[src/rtl/fpu_issue_sched.sv]
// Round-robin issue scheduler sharing one pipelined FPU across NUM_REQ requesters,
// with FCR compare hazard blocking and a flushable shadow pipeline. Optional: FPU_ISSUE_SCHED_PERF_EN.

module fpu_issue_sched_lane #(
    parameter int FPU_LAT      = 2,
    parameter int LG_FCR_WIDTH = 4
) (
    input  logic                                 req_val,
    input  logic                                 req_is_cmp,
    input  logic [LG_FCR_WIDTH-1:0]              req_fcr_ptr,
    input  logic [FPU_LAT:0]                     vld_pipe,
    input  logic [FPU_LAT:0]                     cmp_pipe,
    input  logic [FPU_LAT:0][LG_FCR_WIDTH-1:0]   fcr_pipe,
    output logic                                 elig
);
    logic [FPU_LAT:0] hit;

    always_comb begin
        hit = '0;
        for (int k = 0; k <= FPU_LAT; k++)
            hit[k] = vld_pipe[k] & cmp_pipe[k] & (fcr_pipe[k] == req_fcr_ptr);
    end

    // Only compares wait on an older live compare to the same FCR.
    assign elig = req_val & ~(req_is_cmp & (|hit));
endmodule

module fpu_issue_sched #(
    parameter int NUM_REQ      = 2,
    parameter int PAYLOAD_W    = 160,
    parameter int LG_FCR_WIDTH = 4,
    parameter int FPU_LAT      = 2
) (
    input  logic                              clk,
    input  logic                              reset,
    input  logic [NUM_REQ-1:0]                req_val,
    output logic [NUM_REQ-1:0]                req_rdy,
    input  logic [NUM_REQ*PAYLOAD_W-1:0]      req_payload,
    input  logic [NUM_REQ-1:0]                req_is_cmp,
    input  logic [NUM_REQ*LG_FCR_WIDTH-1:0]   req_fcr_ptr,
    input  logic                              issue_hold,
    input  logic                              flush,
    output logic                              fpu_start,
    output logic [PAYLOAD_W-1:0]              fpu_payload,
    input  logic                              fpu_val_in,
    input  logic                              fpu_cmp_val_in,
    output logic                              wb_val,
    output logic                              cmp_wb_val,
    output logic                              busy
`ifdef FPU_ISSUE_SCHED_PERF_EN
    ,
    output logic [31:0]                       perf_issue_cnt,
    output logic [31:0]                       perf_haz_stall_cnt
`endif
);
    localparam int PTR_W = $clog2(NUM_REQ);

    logic [NUM_REQ-1:0][PAYLOAD_W-1:0]      pay_arr;
    logic [NUM_REQ-1:0][LG_FCR_WIDTH-1:0]   fcr_arr;
    assign pay_arr = req_payload;
    assign fcr_arr = req_fcr_ptr;

    // Index FPU_LAT is the issue stage; indices FPU_LAT-1..0 are the shadow stages.
    logic [FPU_LAT:0]                       vld_pipe;
    logic [FPU_LAT:0]                       cmp_pipe;
    logic [FPU_LAT:0][LG_FCR_WIDTH-1:0]     fcr_pipe;
    logic [PAYLOAD_W-1:0]                   iss_payload;
    logic [PTR_W-1:0]                       rr_ptr;

    logic [NUM_REQ-1:0] elig;
    logic [NUM_REQ-1:0] hi_elig;
    logic [NUM_REQ-1:0] sel;
    logic [PTR_W-1:0]   gnt_idx;
    logic [PTR_W-1:0]   rr_next;
    logic               gnt_fire;

    for (genvar i = 0; i < NUM_REQ; i++) begin : g_lane
        fpu_issue_sched_lane #(
            .FPU_LAT      (FPU_LAT),
            .LG_FCR_WIDTH (LG_FCR_WIDTH)
        ) u_lane (
            .req_val     (req_val[i]),
            .req_is_cmp  (req_is_cmp[i]),
            .req_fcr_ptr (fcr_arr[i]),
            .vld_pipe    (vld_pipe),
            .cmp_pipe    (cmp_pipe),
            .fcr_pipe    (fcr_pipe),
            .elig        (elig[i])
        );
    end

    // Prefer eligible lanes at or above rr_ptr; otherwise wrap to the lowest eligible lane.
    always_comb begin
        hi_elig = '0;
        gnt_idx = '0;
        for (int i = 0; i < NUM_REQ; i++)
            hi_elig[i] = elig[i] & (PTR_W'(i) >= rr_ptr);
        sel = (|hi_elig) ? hi_elig : elig;
        for (int i = NUM_REQ - 1; i >= 0; i--)
            if (sel[i]) gnt_idx = PTR_W'(i);
    end

    assign gnt_fire = (|sel) & ~issue_hold & ~flush & ~reset;
    assign req_rdy  = gnt_fire ? (NUM_REQ'(1) << gnt_idx) : '0;
    assign rr_next  = (gnt_idx == PTR_W'(NUM_REQ - 1)) ? '0 : gnt_idx + PTR_W'(1);

    always_ff @(posedge clk or posedge reset) begin
        if (reset) begin
            rr_ptr      <= '0;
            vld_pipe    <= '0;
            cmp_pipe    <= '0;
            fcr_pipe    <= '0;
            iss_payload <= '0;
        end else begin
            vld_pipe <= flush ? '0 : {gnt_fire, vld_pipe[FPU_LAT:1]};
            cmp_pipe <= {req_is_cmp[gnt_idx], cmp_pipe[FPU_LAT:1]};
            fcr_pipe <= {fcr_arr[gnt_idx], fcr_pipe[FPU_LAT:1]};
            if (gnt_fire) begin
                iss_payload <= pay_arr[gnt_idx];
                rr_ptr      <= rr_next;
            end
        end
    end

    assign fpu_start   = vld_pipe[FPU_LAT];
    assign fpu_payload = iss_payload;
    assign wb_val      = fpu_val_in & vld_pipe[0] & ~flush;
    assign cmp_wb_val  = fpu_cmp_val_in & vld_pipe[0] & ~flush;
    assign busy        = |vld_pipe;

`ifdef FPU_ISSUE_SCHED_PERF_EN
    always_ff @(posedge clk or posedge reset) begin
        if (reset) begin
            perf_issue_cnt     <= '0;
            perf_haz_stall_cnt <= '0;
        end else begin
            if (fpu_start && perf_issue_cnt != 32'hFFFF_FFFF)
                perf_issue_cnt <= perf_issue_cnt + 32'd1;
            if ((|req_val) && !gnt_fire && !issue_hold && !flush &&
                perf_haz_stall_cnt != 32'hFFFF_FFFF)
                perf_haz_stall_cnt <= perf_haz_stall_cnt + 32'd1;
        end
    end
`endif
endmodule
[config.mk]
export PLATFORM = sky130hd
export DESIGN_NAME = fpu_issue_sched
export DESIGN_NICKNAME = d
export VERILOG_FILES = /design/src/rtl/fpu_issue_sched.sv
export SDC_FILE = /design/constraint.sdc
export NUM_CORES = 1
export LEC_CHECK = 0
export ABC_AREA = 1
export CORE_AREA = 10 10 205 207
export DETAILED_ROUTE_END_ITERATION = 8
export DIE_AREA = 0 0 215 217
export DONT_BUFFER_PORTS = 1
export PLACE_DENSITY = 0.4
export SKIP_CTS_REPAIR_TIMING = 1
export SYNTH_ARGS = -nofsm -noshare
export SYNTH_HDL_FRONTEND = slang
export SYNTH_SLANG_ARGS = --single-unit
export TNS_END_PERCENT = 30
[constraint.sdc]
create_clock -name clk -period 5.5 [get_ports clk]
set_input_delay 0.825 -clock clk [delete_from_list [all_inputs] [get_ports clk]]
set_output_delay 0.825 -clock clk [all_outputs]
set_load 0.005 [all_outputs]
# Word-level counts from Yosys, hierarchy flattened
# Index checks and enable logic that the tools add are counted.
op_classes:
  muxes: 12
  n_eq_ne: 6
  bitwise: 27
  n_lt_le_gt_ge: 3
  n_shift: 1
  reduce_logical: 5
  n_addsub: 1
ops:
  columns: ["op", "n"]
  rows:
  - ["two-way mux 160 bit", 2]
  - ["== test 4 bit", 6]
  - ["bitwise AND 1 bit", 22]
  - ["OR reduction 3 bit", 3]
  - ["two-way mux 4 bit", 2]
  - ["two-way mux 1 bit", 5]
  - ["inverter 1 bit", 5]
  - ["two-way mux 2 bit", 2]
  - ["OR reduction 2 bit", 2]
  - ["two-way mux 3 bit", 1]
  - [">= comparator 1 bit (first input constant)", 2]
  - ["< comparator 1 x 2 -> 1 bit (second input constant)", 1]
  - ["<< shifter 1 x 1 -> 2 bit (first input constant)", 1]
  - ["adder 1 bit (second input constant)", 1]
word_totals:
  regBits: 179
  output_inout_bits: 166
  elab_cells: 62
  input_bits: 338

# Depth between registers and ports, before layout
depth:
  depth_word: 14
  mapped_depth: 15
  mapped_depth_nobuf: 13

# Hierarchy
# Synthesis repeated with hierarchy kept, for this count alone.
hier_totals:
  hier_cells: 1389
  area_unflattened_um2: 9410.3
by_module_without_submodules:
  columns: ["module", "seq_area_each_um2", "area_per_inst_um2", "cells_each", "instances"]
  rows:
  - ["fpu_issue_sched", 4479.3, 8887.3, 1267, 1]
  - ["fpu_issue_sched_lane", 0.0, 261.5, 61, 2]

# Worst setup path before layout
# No wires, ideal clock.
synth_timing:
  path_type: "in2out"
  from: "input req_fcr_ptr[4]"
  to: "output req_rdy[0]"
  path_stages: 13
  slack_ns: 2.741
  t_required_ns: 4.675
  arrival_ns: 1.934
  n_path_buf: 2
  path_cell_list: "inv_1 -> nand2_1 -> nand3_1 -> nor2_1 -> nand2_1 -> nand3_1 -> nand2_1 -> nand2_1 -> nand2_1 -> nand2_1 -> buf_4 -> clkbuf_1 -> a21oi_1"
synth_via:
  elab_chain_len: 14
  word_cells_on_any_way: 21
  classes_between: "eq/ne (3); shift (1); mux (4); bitwise (10); reduce/logical (3)"
synth_lines:
  columns: ["item", "line_no", "rtl"]
  rows:
  - ["from (decl)", "40", "input logic [NUM_REQ*LG_FCR_WIDTH-1:0] req_fcr_ptr,"]
  - ["== test 4 bit", "21", "hit[k] = vld_pipe[k] & cmp_pipe[k] & (fcr_pipe[k] == req_fcr_ptr);"]
  - ["bitwise AND 1 bit", "21", null]
  - ["OR reduction 3 bit (*)", "25", "assign elig = req_val & ~(req_is_cmp & (|hit));"]
  - ["bitwise AND 1 bit (*)", "25", null]
  - ["inverter 1 bit (*)", "25", null]
  - ["bitwise AND 1 bit (*)", "25", null]
  - ["bitwise AND 1 bit", "97", "hi_elig[i] = elig[i] & (PTR_W'(i) >= rr_ptr);"]
  - ["OR reduction 2 bit", "98", "sel = (|hi_elig) ? hi_elig : elig;"]
  - ["two-way mux 2 bit (*)", "98", null]
  - ["OR reduction 2 bit", "103", "assign gnt_fire = (|sel) & ~issue_hold & ~flush & ~reset;"]
  - ["bitwise AND 1 bit (3 in series)", "103", null]
  - ["two-way mux 2 bit (*)", "104", "assign req_rdy = gnt_fire ? (NUM_REQ'(1) << gnt_idx) : '0;"]
  - ["to (decl)", "37", "output logic [NUM_REQ-1:0] req_rdy,"]
# Every way passes the cells marked *; elsewhere a longest branch is shown, timed or not.

# Final worst setup path
layout_timing:
  from: "register vld_pipe[2]"
  to: "output req_rdy[0]"
layout_via:
  elab_chain_len: 14
  word_cells_on_any_way: 23
  classes_between: "shift (1); mux (4); bitwise (14); reduce/logical (4)"
layout_lines:
  columns: ["item", "line_no", "rtl"]
  rows:
  - ["from (decl)", "64", "logic [FPU_LAT:0] vld_pipe;"]
  - ["from (signal assigned)", "115", "vld_pipe <= flush ? '0 : {gnt_fire, vld_pipe[FPU_LAT:1]};"]
  - ["bitwise AND 1 bit (*)", "21", null]
  - ["bitwise AND 1 bit", "21", null]
  - ["OR reduction 3 bit", "25", null]
  - ["bitwise AND 1 bit", "25", null]
  - ["inverter 1 bit", "25", null]
  - ["bitwise AND 1 bit", "25", null]
  - ["bitwise AND 1 bit", "97", null]
  - ["OR reduction 2 bit", "98", null]
  - ["two-way mux 2 bit (*)", "98", null]
  - ["OR reduction 2 bit", "103", null]
  - ["bitwise AND 1 bit (3 in series)", "103", null]
  - ["two-way mux 2 bit (*)", "104", null]
# Marked as above.

==> flow_results.org <==
** Outcome
- Status :: finished, final reports clean

** Placement
- Buffers placed on the I/O ports in this run total 0.
- Routability-driven placement congestion ratio :: 0.841
- Detail Placement HPWL :: between 20 and 30 mm
- Cell Count Post-Placement :: ~1800
- Area of placed instances :: ~0.0097 mm^2

** Global routing
- For this run the aggregate overflow at the end of global routing stands at 0.
- Vias in the first global route :: approximately 8500
- The initial antenna violation count was 0.
- In the global route stage, met1 resource usage came out at 0.175.
- Entering global routing, the biggest net connects 98 pins.
- Total global-route track usage :: 0.150
- The layer flagged by global routing as most heavily used is met2.
- Global-route wire length before repair :: about 54 mm
- For met3 alone, demand over resource in global routing was 0.0616.
- In the global route stage, met2 resource usage came out at 0.247.

** Yosys
- Synthesized netlist cell count :: approximately 1400
- Yosys printed 0 warnings.
- Ranked by instance count, the synthesized netlist is headed by nand2_1 (858), dfrtp_1 (179), nand3_1 (171), buf_2 (50), nor2_1 (22).
- The mapped netlist covers a little over 0.009 mm^2.
- Number of synthesized register bits :: between 150 and 200
- Dividing the synthesized area by the synthesized cell count gives just under 7 um^2.
- When the netlist entered floorplanning its net count stood at ~1700.
- Number of enable flip-flop cells after synthesis :: 0
- dfrtp_1 takes more of the synthesized area than any other cell.
- By instance count, the leading cell after synthesis is nand2_1.
- Dominant cells by area after synthesis :: dfrtp_1 (48%), nand2_1 (35%), nand3_1 (9.2%)
- Post-synth ARST share :: 1.00
- Area share of the largest cell type after synthesis :: 0.480
- Share of synthesized area occupied by flip-flops and latches :: 0.480
- After synthesis, the netlist uses 18 different library cells.
- Most used DFF post-synth :: dfrtp_1

** Floorplanning
- The core region is around 0.038 mm^2.
- Starting density of the core :: 0.245
- In this run the count of I/O pins placed on the die edge is 504.
- The die is around 220 um wide.
- Vertical extent of the die :: roughly 220 um
- In this run the core area contains 72 standard-cell rows.
- The die covers roughly 0.047 mm^2.

** Critical path
- For this run, the slowest stage of the critical path takes 0.57 ns.
- Counting stages on the worst path, the most repeated cell is nand2_1.
- The worst setup path is of the reg -> out kind.
- Worst path slowest cell :: buf_4
- In this run the worst path has a maximum fanout of 66.
- Worst endpoint data arrival time :: approximately 2.4 ns
- The critical path contains buffers and inverters numbering 2 combined.
- Critical path startpoint category :: flop
- In this run the critical register-to-register path is launched from vld_pipe[2].
- Setup slack on the worst flop-to-flop path :: around 2.7 ns
- The cell family contributing the most delay on the critical path is buffers and inverters.
- End of the worst register-to-register path :: fpu_payload[39]
- The critical path runs through a total of 9 cells.
- Walking the worst path, the cells encountered are nand2_1, inv_1, o21ai_0, nor2_1, nand2_1, nand3_1, a21boi_4, buf_4, a21oi_1.
- For the worst flop-to-flop path, the logic depth is 14.
- Type of element capturing the critical path :: output port
- Worst setup path startpoint :: vld_pipe[2]
- In this run the worst setup path terminates at req_rdy[0].
- STA puts the critical path data required time at between 4 and 5 ns.

** Clock network
- Clock sink count :: approximately 180
- Number of buffers created by CTS :: 17
- The H-tree was split into 4 levels.
- TritonCTS built the clock tree.
- The clock reaches the later pin of the worst-skew pair after roughly 0.45 ns.
- In this run the deepest clock path goes through 2 buffers.
- Library cell used as clock root buffer :: clkbuf_16
- Clock transition at the registers of the reported paths :: ~0.070 ns

** Timing
- Final setup violation count :: 0
- Setup repair after global routing left no endpoint under its margin.
- Worst setup skew after layout :: 0.00690 ns
- Subtracting the final worst setup slack from the clock period gives approximately 3.2 ns.
- Setup TNS :: 0 ns
- On the final layout, the worst hold slack is approximately 0.34 ns.
- Tightest slew margin relative to the limit :: 0.346
- The max-slew violation total from the final report is 0.
- Period Utilization, post-route :: 0.583
- The final count of hold timing violations came to 0.
- For the pin with the worst max-slew slack, the measured transition is approximately 0.98 ns.
- Based on the critical path, the design can be clocked at up to between 0.3 and 0.4 GHz.

** Detailed routing
- Drt wl/cell :: 19.7 um
- In the routed layout, each cell is associated on average with a via count of 4.53.
- In this run, the number of DRC markers left after iteration 0 of detailed routing was roughly 450.
- Final Routed Wirelength :: between 30 and 40 mm
- Routed Antenna Nets :: 0
- Across all layers, the routed design uses between 8000 and 9000 vias.
- Iteration count of the initial detailed-routing pass :: 6
- After detailed routing, the number of remaining DRC violations is 0.

** Power
- Total power after layout :: between 0.003 and 0.004 W
- In this run the power density over the cells is between 300 and 400 mW/mm^2.
- In this run the static leakage power is about 5.7 nW.
- Across the VDD grid, the largest voltage drop is about 0.22 mV.

** Finish
- The area growth from synthesis to layout is 10.2%.
- Once layout is complete, the cells apart from fillers number roughly 1800.
- Summing all multi-input logic gate instances after layout gives around 0.0043 mm^2.
- Final design instance area without fill :: a little over 0.01 mm^2
- Storage cell area :: around 0.0045 mm^2
- After filler insertion, the fill cell instance count of the layout stands at 4237.
- 0 antenna diodes ended up in the layout.
- Number of nets in the final layout :: 1642
- In the final layout, the share of cells above drive strength 1 is 0.0365.

** Job
- Max-cap violations in this run came to 0.

** Worst hold path
- The worst hold path belongs to the class in -> async.
per-stage QoR:
| step | setup WS [ns] | utilization |
|---|---|---|
| after floorplan | 2.38 | - |
| after global placement | 2.34 | 0.254 |
| after detailed placement | 2.32 | 0.254 |
| after CTS | 2.24 | 0.270 |
| after global routing | 2.11 | 0.270 |
| final | 2.29 | 0.270 |
kinds of logic after synthesis:
family,after synthesis,share of synthesized area
simple gates,1053,0.447
xor+xnor,5,0.00469
flops,179,0.480
compound gates,13,0.00764
buf+inv,111,0.0610
area by class of cell:
type | instances | share of cell area
Clock inverter | 9 | 0.0152
Clock buffer | 20 | 0.0444
Sequential cell | 179 | 0.435
Inverter | 22 | 0.00888
Tap cell | 518 | 0.0630
Multi-Input combinational cell | 1071 | 0.420
Timing Repair Buffer | 13 | 0.0131
state kept, by name, summed over array words and instances (netlist names):
signal / count
rr_ptr: 1
fpu_payload: 160
vld_pipe: 3
cmp_pipe: 3
fcr_pipe: 12
worst min path at each step:
stage | cells after the start | to | startpoint
3_3_place_gp | 0 | cmp_pipe[0] | cmp_pipe[1]
6_report | 1 | fpu_payload[33] | reset
3_5_place_dp | 0 | cmp_pipe[0] | cmp_pipe[1]
2_1_floorplan | 0 | cmp_pipe[0] | cmp_pipe[1]
4_1_cts | 1 | fpu_payload[33] | reset
5_1_grt | 1 | fpu_payload[33] | reset
layer usage:
| metal | up-vias | wire (um) |
|---|---|---|
| li1 | 4076 | - |
| met1 | 3814 | 14600 |
| met2 | 386 | 17200 |
| met3 | 28 | 3680 |
| met4 | 0 | 599 |
| met5 | - | 0 |
placed cells by master, fill, tap and decap left out:
cell,synthesis,layout
nor3_1,1,1
clkinv_2,0,2
buf_12,0,3
dfrtp_1,179,179
clkbuf_16,0,17
clkbuf_1,20,1
nand3_4,0,1
nand3_1,171,170
nor2_2,1,1
clkinvlp_4,0,1
nand2_4,0,2
inv_6,0,1
a21oi_1,2,2
inv_1,21,20
xnor2_1,3,3
nor2_1,22,22
bufinv_16,0,4
a21boi_4,0,1
clkbuf_8,0,2
o21ai_0,10,10
clkinv_4,0,3
xor2_1,2,2
buf_4,6,10
nand2_1,858,856
worst reg2reg max path: cells and delay by family, from the launching register on:
family,cells,cell delay (ns)
buf+inv,3,1.15
compound gates,1,0.08
simple gates,10,1.05
flops,1,0.43
where the power goes:
part           switching [W]  internal, W
Clock               0.000532     0.000778
Sequential          0.000278      0.00156
Combinational       0.000378     0.000202
(Power assumes the default switching activity.)
